==> config.mk <==
export PLATFORM = sky130hd
export DESIGN_NAME = matmul_stream_adapter
export DESIGN_NICKNAME = d
export VERILOG_FILES = /design/src/rtl/mat_pkg.sv /design/src/rtl/matmul_stream_adapter.sv
export SDC_FILE = /design/constraint.sdc
export NUM_CORES = 2
export LEC_CHECK = 0
export ABC_AREA = 1
export ABC_CLOCK_PERIOD_IN_PS = 3300
export CAP_MARGIN = 20
export CELL_PAD_IN_SITES_DETAIL_PLACEMENT = 0
export CELL_PAD_IN_SITES_GLOBAL_PLACEMENT = 1
export CORE_AREA = 2 2 525 527
export CTS_CLUSTER_SIZE = 24
export DETAILED_ROUTE_END_ITERATION = 16
export DIE_AREA = 0 0 527 529
export GPL_TIMING_DRIVEN = 0
export PLACE_DENSITY_LB_ADDON = 0.1
export SETUP_SLACK_MARGIN = 0.05
export SYNTH_ARGS = -nofsm -noshare
export SYNTH_HDL_FRONTEND = slang
export SYNTH_SLANG_ARGS = --single-unit
==> constraint.sdc <==
create_clock -name clk -period 3.3 [get_ports clk]
set_input_delay 0.495 -clock clk [delete_from_list [all_inputs] [get_ports clk]]
set_output_delay 0.495 -clock clk [all_outputs]
set_load 0.01 [all_outputs]
==> src/rtl/mat_pkg.sv <==
// Shared definitions for the matrix-multiply stream adapter and its neighbours.
package mat_pkg;

  localparam int FP_W = 27;

  typedef logic [FP_W-1:0] fp27_t;

  typedef enum logic [1:0] {
    ST_LOAD_A  = 2'd0,
    ST_LOAD_B  = 2'd1,
    ST_COMPUTE = 2'd2,
    ST_DRAIN   = 2'd3
  } adapt_state_t;

  // Bit offset of element (i,j) inside a row-major flat N*N bus.
  function automatic int elem_lsb(input int i, input int j, input int n);
    return FP_W * (i * n + j);
  endfunction

endpackage

==> src/rtl/matmul_stream_adapter.sv <==
// Streaming front/back end for the combinational N x N matrix multiplier.
// Elements arrive one per handshake (row-major A, then row-major B), are held
// on the flat operand buses, and after LAT settle cycles the flat result is
// captured and streamed back out row-major. Elements pass through bit-exact.
//
// state      | meaning
// -----------+------------------------------------------------------------
// LOAD_A     | accept A elements into mat_a[idx]
// LOAD_B     | accept B elements into mat_b[idx]
// COMPUTE    | wait LAT cycles for the multiplier, capture mat_out on last
// DRAIN      | present result[idx] on the output stream until out_last taken
module matmul_stream_adapter #(
  parameter int N    = 4,
  parameter int FP_W = mat_pkg::FP_W,
  parameter int LAT  = 1
) (
  input  logic                  clk,
  input  logic                  resetn,
  input  logic                  in_valid,
  output logic                  in_ready,
  input  logic [FP_W-1:0]       in_data,
  output logic                  out_valid,
  input  logic                  out_ready,
  output logic [FP_W-1:0]       out_data,
  output logic                  out_last,
  output logic                  busy,
  output logic [FP_W*N*N-1:0]   mat_a,
  output logic [FP_W*N*N-1:0]   mat_b,
  input  logic [FP_W*N*N-1:0]   mat_out
);
  import mat_pkg::*;

  localparam int NE     = N * N;
  localparam int IDX_W  = (NE > 1) ? $clog2(NE) : 1;
  localparam int SET_W  = (LAT > 1) ? $clog2(LAT) : 1;
  localparam int FLAT_W = FP_W * NE;

  localparam logic [IDX_W-1:0] IDX_LAST = IDX_W'(NE - 1);
  localparam logic [SET_W-1:0] SET_LAST = SET_W'(LAT - 1);

  adapt_state_t       state, state_nxt;
  logic [IDX_W-1:0]   idx, idx_nxt;
  logic [SET_W-1:0]   settle, settle_nxt;
  logic               wr_a, wr_b, cap;
  logic [FLAT_W-1:0]  res_buf;
  int                 elem_base;

  assign elem_base = FP_W * int'(idx);

  // State register.
  always_ff @(posedge clk or negedge resetn) begin
    if (!resetn) state <= ST_LOAD_A;
    else         state <= state_nxt;
  end

  // Next-state, counter updates, write strobes and stream handshake outputs.
  always_comb begin
    state_nxt  = state;
    idx_nxt    = idx;
    settle_nxt = settle;
    wr_a       = 1'b0;
    wr_b       = 1'b0;
    cap        = 1'b0;
    in_ready   = 1'b0;
    out_valid  = 1'b0;
    out_last   = 1'b0;
    case (state)
      ST_LOAD_A: begin
        in_ready = 1'b1;
        if (in_valid) begin
          wr_a = 1'b1;
          if (idx == IDX_LAST) begin
            idx_nxt   = '0;
            state_nxt = ST_LOAD_B;
          end else begin
            idx_nxt = idx + 1'b1;
          end
        end
      end
      ST_LOAD_B: begin
        in_ready = 1'b1;
        if (in_valid) begin
          wr_b = 1'b1;
          if (idx == IDX_LAST) begin
            idx_nxt   = '0;
            state_nxt = ST_COMPUTE;
          end else begin
            idx_nxt = idx + 1'b1;
          end
        end
      end
      ST_COMPUTE: begin
        if (settle == SET_LAST) begin
          settle_nxt = '0;
          cap        = 1'b1;
          idx_nxt    = '0;
          state_nxt  = ST_DRAIN;
        end else begin
          settle_nxt = settle + 1'b1;
        end
      end
      ST_DRAIN: begin
        out_valid = 1'b1;
        out_last  = (idx == IDX_LAST);
        if (out_ready) begin
          if (idx == IDX_LAST) begin
            idx_nxt   = '0;
            state_nxt = ST_LOAD_A;
          end else begin
            idx_nxt = idx + 1'b1;
          end
        end
      end
      default: state_nxt = ST_LOAD_A;
    endcase
  end

  // Element index and settle counter.
  always_ff @(posedge clk or negedge resetn) begin
    if (!resetn) begin
      idx    <= '0;
      settle <= '0;
    end else begin
      idx    <= idx_nxt;
      settle <= settle_nxt;
    end
  end

  // Operand registers: written in place, never cleared except by reset.
  always_ff @(posedge clk or negedge resetn) begin
    if (!resetn) begin
      mat_a <= '0;
      mat_b <= '0;
    end else begin
      if (wr_a) mat_a[elem_base +: FP_W] <= in_data;
      if (wr_b) mat_b[elem_base +: FP_W] <= in_data;
    end
  end

  // Result buffer: snapshot of the settled multiplier output.
  always_ff @(posedge clk or negedge resetn) begin
    if (!resetn)  res_buf <= '0;
    else if (cap) res_buf <= mat_out;
  end

  // Output data is zero outside DRAIN so idle buses stay quiet.
  assign out_data = out_valid ? res_buf[elem_base +: FP_W] : '0;
  assign busy     = !((state == ST_LOAD_A) && (idx == '0));

endmodule

### Yosys cells after proc, flatten, opt, wreduce, memory -nomap -nowiden

Index checks and enable logic that the tools add are counted.

* add/sub/neg operators: 3
* multipliers: 1
* eq/ne operators: 12
* shift-type cells: 3
* muxes and demuxes: 25
* reductions and logical operators: 7

Operators by type and width (count)
* $bwmux W432: 2
* $shift A27 B33 Y432 const A: 1
* $shiftx A27 B33 Y432: 1
* $shiftx A432 B10 Y27: 1
* $neg A9 Y33: 1
* $mux W27: 1
* $mux W4: 4
* $mux W2: 7
* $ne A2 B2 Y1 const B: 7
* $pmux W4 S3: 1
* $mul A5 B4 Y9 const A: 1
* $mux W1: 9
* $pmux W2 S4: 1
* $reduce_and A7 Y1: 1
* $add A4 B1 Y4 const B: 1
* $eq A2 B2 Y1 const B: 2
* $eq A4 B4 Y1 const B: 1
* $logic_not A4 Y1: 1
* $reduce_and A3 Y1: 1
* $eq A2 B1 Y1 const B: 1
* $logic_not A2 Y1: 1
* $ne A2 B1 Y1 const B: 1
* $reduce_or A2 Y1: 1
* $add A1 B1 Y1 const B: 1
* other kinds (2): 2

* bits in registers: 1303
* input bits: 463
* word-level logic and storage cells: 57

### Logic depth before layout (Yosys ltp)

* depth after elaboration: 4
* gate-level depth with buffers: 15
* gate-level depth less buffers: 9

### Worst setup path before layout

Ideal clock, no wire load.

* path kind: register -> register
* start point: reg idx[0]
* end point: reg mat_a[359]
* setup time: 116 ps
* arrival time: 2701 ps
* data required time: 3184 ps
* setup slack: 483 ps
* stages on the path, launching flop included: 14
* path buffers: 6
* cell sequence: dfrtp_1 > buf_2 > inv_2 > clkbuf_1 > clkbuf_1 > ha_1 > buf_2 > inv_1 > clkbuf_1 > clkbuf_1 > nor3_1 > and2_1 > nand2_1 > nand2_1

* longest elaborated chain between the ends: 4

Ends and longest elaborated chain
* from (decl): line matmul_stream_adapter.sv:42 `logic [IDX_W-1:0] idx, idx_nxt;`
* from (signal assigned): line matmul_stream_adapter.sv:124 `idx <= idx_nxt;`
* $mul A5 B4 Y9 (*): line matmul_stream_adapter.sv:48 `assign elem_base = FP_W * int'(idx);`
* $neg A9 Y33 (*): line matmul_stream_adapter.sv:135 `if (wr_a) mat_a[elem_base +: FP_W] <= in_data;`
* $shiftx A27 B33 Y432 or $shift A27 B33 Y432 (tied branches): line matmul_stream_adapter.sv:135
* $bwmux W432 (*): line matmul_stream_adapter.sv:135
* to (signal, indexed assignment): line matmul_stream_adapter.sv:135
* to (decl): line matmul_stream_adapter.sv:27 `output logic [FP_W*N*N-1:0] mat_a,`

Every way passes the cells marked *; elsewhere a longest branch is shown, timed or not.
A chain may end at the register's enable or synchronous reset.

### Final worst setup path

* start point: reg idx[0]
* end point: out out_data[5]

* longest elaborated chain between the ends: 3

Ends and longest elaborated chain
* $mul A5 B4 Y9: line matmul_stream_adapter.sv:48
* $shiftx A432 B10 Y27: line matmul_stream_adapter.sv:147 `assign out_data = out_valid ? res_buf[elem_base +: FP_W] : '0;`
* $mux W27: line matmul_stream_adapter.sv:147
* to (decl): line matmul_stream_adapter.sv:24 `output logic [FP_W-1:0] out_data,`

No other way between the ends.

==> impl_metrics.csv <==
group,metric,value,unit
run_status,violations,"setup timing",
routing,drt_iter0_drc,4310,
logic_synthesis,avgSynthCellArea,8.51,µm²
critical_path,worstPathArrival,2.88,ns
routing,postRouteAntennaNets,0,
clocking,clk_latency,0.83,ns
place,globalplace.congestion,0.877,
layout,areaGrowthSynthToFinish,55.1,%
critical_path,required,2.80,ns
layout,fin_cells,11811,
clocking,path_clk_slew,0.06,ns
sta,timing_hold_violations_final,0,
clocking,cts_tree,"built",
logic_synthesis,synth_common_cells,"nand2_1, dfrtp_1, o21ai_0",
clocking,cts_inserted_buffers,170,
run,cap_violations,0,
sta,finClkSkew,0.0418,ns
sta,clock.fmax,0.296,GHz
logic_synthesis,syn_nets,6853,
global_routing,antenna_found_initial,49,
sta,period_needed,3.38,ns
critical_path,end_kind,"primary output",
floorplanning,die_h,529,µm
floorplanning,num_io_pins,1358,
routing,drc,0,
pwr,pwr_density_cell,932,mW/mm²
sta,drv_slew,0,
global_routing,grt_max_degree,163,
sta,rsz0062_at_grt,"true",
clocking,clock_sinks,1302,
clocking,htree_levels,4,
critical_path,path_class,"register to primary output",
logic_synthesis,synthCells,6381,
logic_synthesis,yosysMostFrequentCell,"nand2_1",
place,dp_hpwl,293000,µm
layout,multi_input_area,0.0213,mm²
place,dp.cells,11362,
logic_synthesis,yosys-top-cells-area,"dfrtp_1, nand2_1, o21ai_0, nand3_1, inv_1",
floorplanning,initial_core_util,19.9,%
logic_synthesis,yosysTopAreaCell,"dfrtp_1",
sta,worstMarginPinSlew,1.14,ns
layout,regArea,0.0326,mm²
global_routing,grt.total_usage,25.7,%
routing,wl_per_cell,31.2,µm
routing,routed_wl,369000,µm
pwr,leakage,0.0390,µW
logic_synthesis,synthFlopType,"dfrtp_1",
layout,layout.nets,8540,
routing,drtPass1Iterations,5,
global_routing,grt_pass1_vias,53135,
logic_synthesis,synth_top_area_share,60.0,%
clocking,cts_root_buf,"clkbuf_16",
floorplanning,die-area,0.279,mm²
logic_synthesis,async_reset_ff_share,100,%
min_path,hp-class,"input pin to register",
run_status,status,"complete, but fails checks",
sta,holdWs,0.230,ns
routing,vias_per_cell,4.50,
pwr,fin_total_pwr,78400,µW
logic_synthesis,netlist_area,0.0543,mm²
floorplanning,die-width,527,µm
pwr,peakVddDrop,0.471,mV
floorplanning,core-area,0.273,mm²
logic_synthesis,ys_ff_latch,1302,
sta,setup_violations,5,
logic_synthesis,yosysSeqAreaShare,60.0,%
logic_synthesis,synth.distinct_cells,27,
critical_path,path_max_fanout,7,
clocking,cts_buffer_depth,3,
logic_synthesis,synth_edf_count,0,
sta,finalWorstSetupSlack,-0.0751,ns
routing,route.vias.total,53098,
global_routing,grt-ovfl-total,0,
layout,drive_gt1_share,13.5,%
logic_synthesis,synth.yosys.warnings,0,
place,io_buffers,1357,
sta,slew_headroom,24.3,%
global_routing,grt_pass1_wl,487000,µm
floorplanning,rows,192,
critical_path,startpoint_type,"register",
sta,finalCritPeriodShare,102,%
layout,fillers,28998,
==> power breakdown <==
group | switching (µW) | total, µW | internal [µW]
registers | 1900 | 22200 | 20300
logic | 25500 | 37200 | 11800
clock network | 7970 | 19000 | 11100
==> final timing paths <==
kind,start,to,slack [ns],cells after the start
worst max-delay path,idx[0],out_data[5],-0.08,13
worst min-delay path,mat_out[387],res_buf[387],0.23,3
worst max register to register,idx[1],mat_b[12],0.14,12
worst min register to register,mat_b[80],mat_b[80],0.47,2
max in group asynchronous,resetn,mat_b[83],0.60,5
min in group asynchronous,resetn,mat_a[27],0.35,3
==> cell families after synthesis <==
| kind of cell | share of synthesized area [%] |
|---|---|
| AO/OA/AOI/OAI | 8.57 |
| XOR/XNOR | 0.0784 |
| adder cells (fa/ha/maj) | 0.207 |
| buffers and inverters | 6.35 |
| flip-flops | 60.0 |
| AND/OR/NAND/NOR | 24.8 |
==> worst max-delay path: stages, from the launching register on <==
cell       delay, ns
dfrtp_2         0.42
buf_12          0.18
clkinv_16       0.09
clkbuf_16       0.20
clkbuf_16       0.18
buf_12          0.13
nand2_8         0.05
nand3_4         0.08
nand2_2         0.07
nor2_2          0.04
nand2_2         0.14
nand2_4         0.09
nor2_4          0.22
buf_6           0.15
==> state kept, by name (all words and copies together), names as in the netlist <==
name     count
mat_a      432
mat_b      432
res_buf    432
idx          4
state        2
==> layout make-up <==
cell class | count | area share, %
timing repair buffer | 1523 | 18.5
antenna | 23 | 0.0684
inverter | 465 | 2.14
multi-input combinational | 4191 | 25.3
tap | 3589 | 5.33
sequential | 1302 | 38.7
clock buffer | 264 | 6.05
buffer | 415 | 3.35
clock inverter | 39 | 0.571
==> through the flow <==
step	TNS, ns	utilization, %	worst slack (ns)	instance area, µm²
after floorplan	0	-	0.483	54300
after global placement	-	26.5	-64.85	72400
after detailed placement	-1675.00	26.7	-2.61	73000
after CTS	-1.64	30.4	-0.215	82900
after global routing	-1.28	30.8	-0.165	84100
final	-0.205	30.8	-0.0751	84200
==> placed cells by master, fill, tap and decap left out, types with 23 or more instances in the layout <==
master,n
buf_12,28
clkbuf_4,24
inv_1,451
dfrtp_1,1299
nand3_1,525
clkdlybuf4s50_1,1327
buf_6,47
nand2_4,48
nor3_4,38
clkbuf_8,60
o21ai_0,826
buf_4,115
nand3_4,81
nand2_1,2281
o211ai_1,24
clkbuf_16,203
diode_2,23
and2_1,27
clkbuf_2,57
clkbuf_1,244
nand2_2,52
buf_2,55
nor2_1,28
nand3_2,125
a21oi_4,23
==> repair_timing <==
item	4_1_cts	5_1_grt
cloned	8	4
pin swaps	113	112
buffers inserted	87	32
setup endpoints to repair	1230	577
endpoints found under the hold margin	69	0
hold buffers	2	0
gates resized for setup	959	294
==> layer usage <==
layer	wire length [µm]	GRT usage, %	up-vias
li1	-	-	23834
met1	155000	32.9	26980
met2	170000	41.8	1857
met3	25400	5.88	415
met4	17600	10.4	12
met5	67	0	-
No activity file was read; power rests on OpenSTA's default activity.
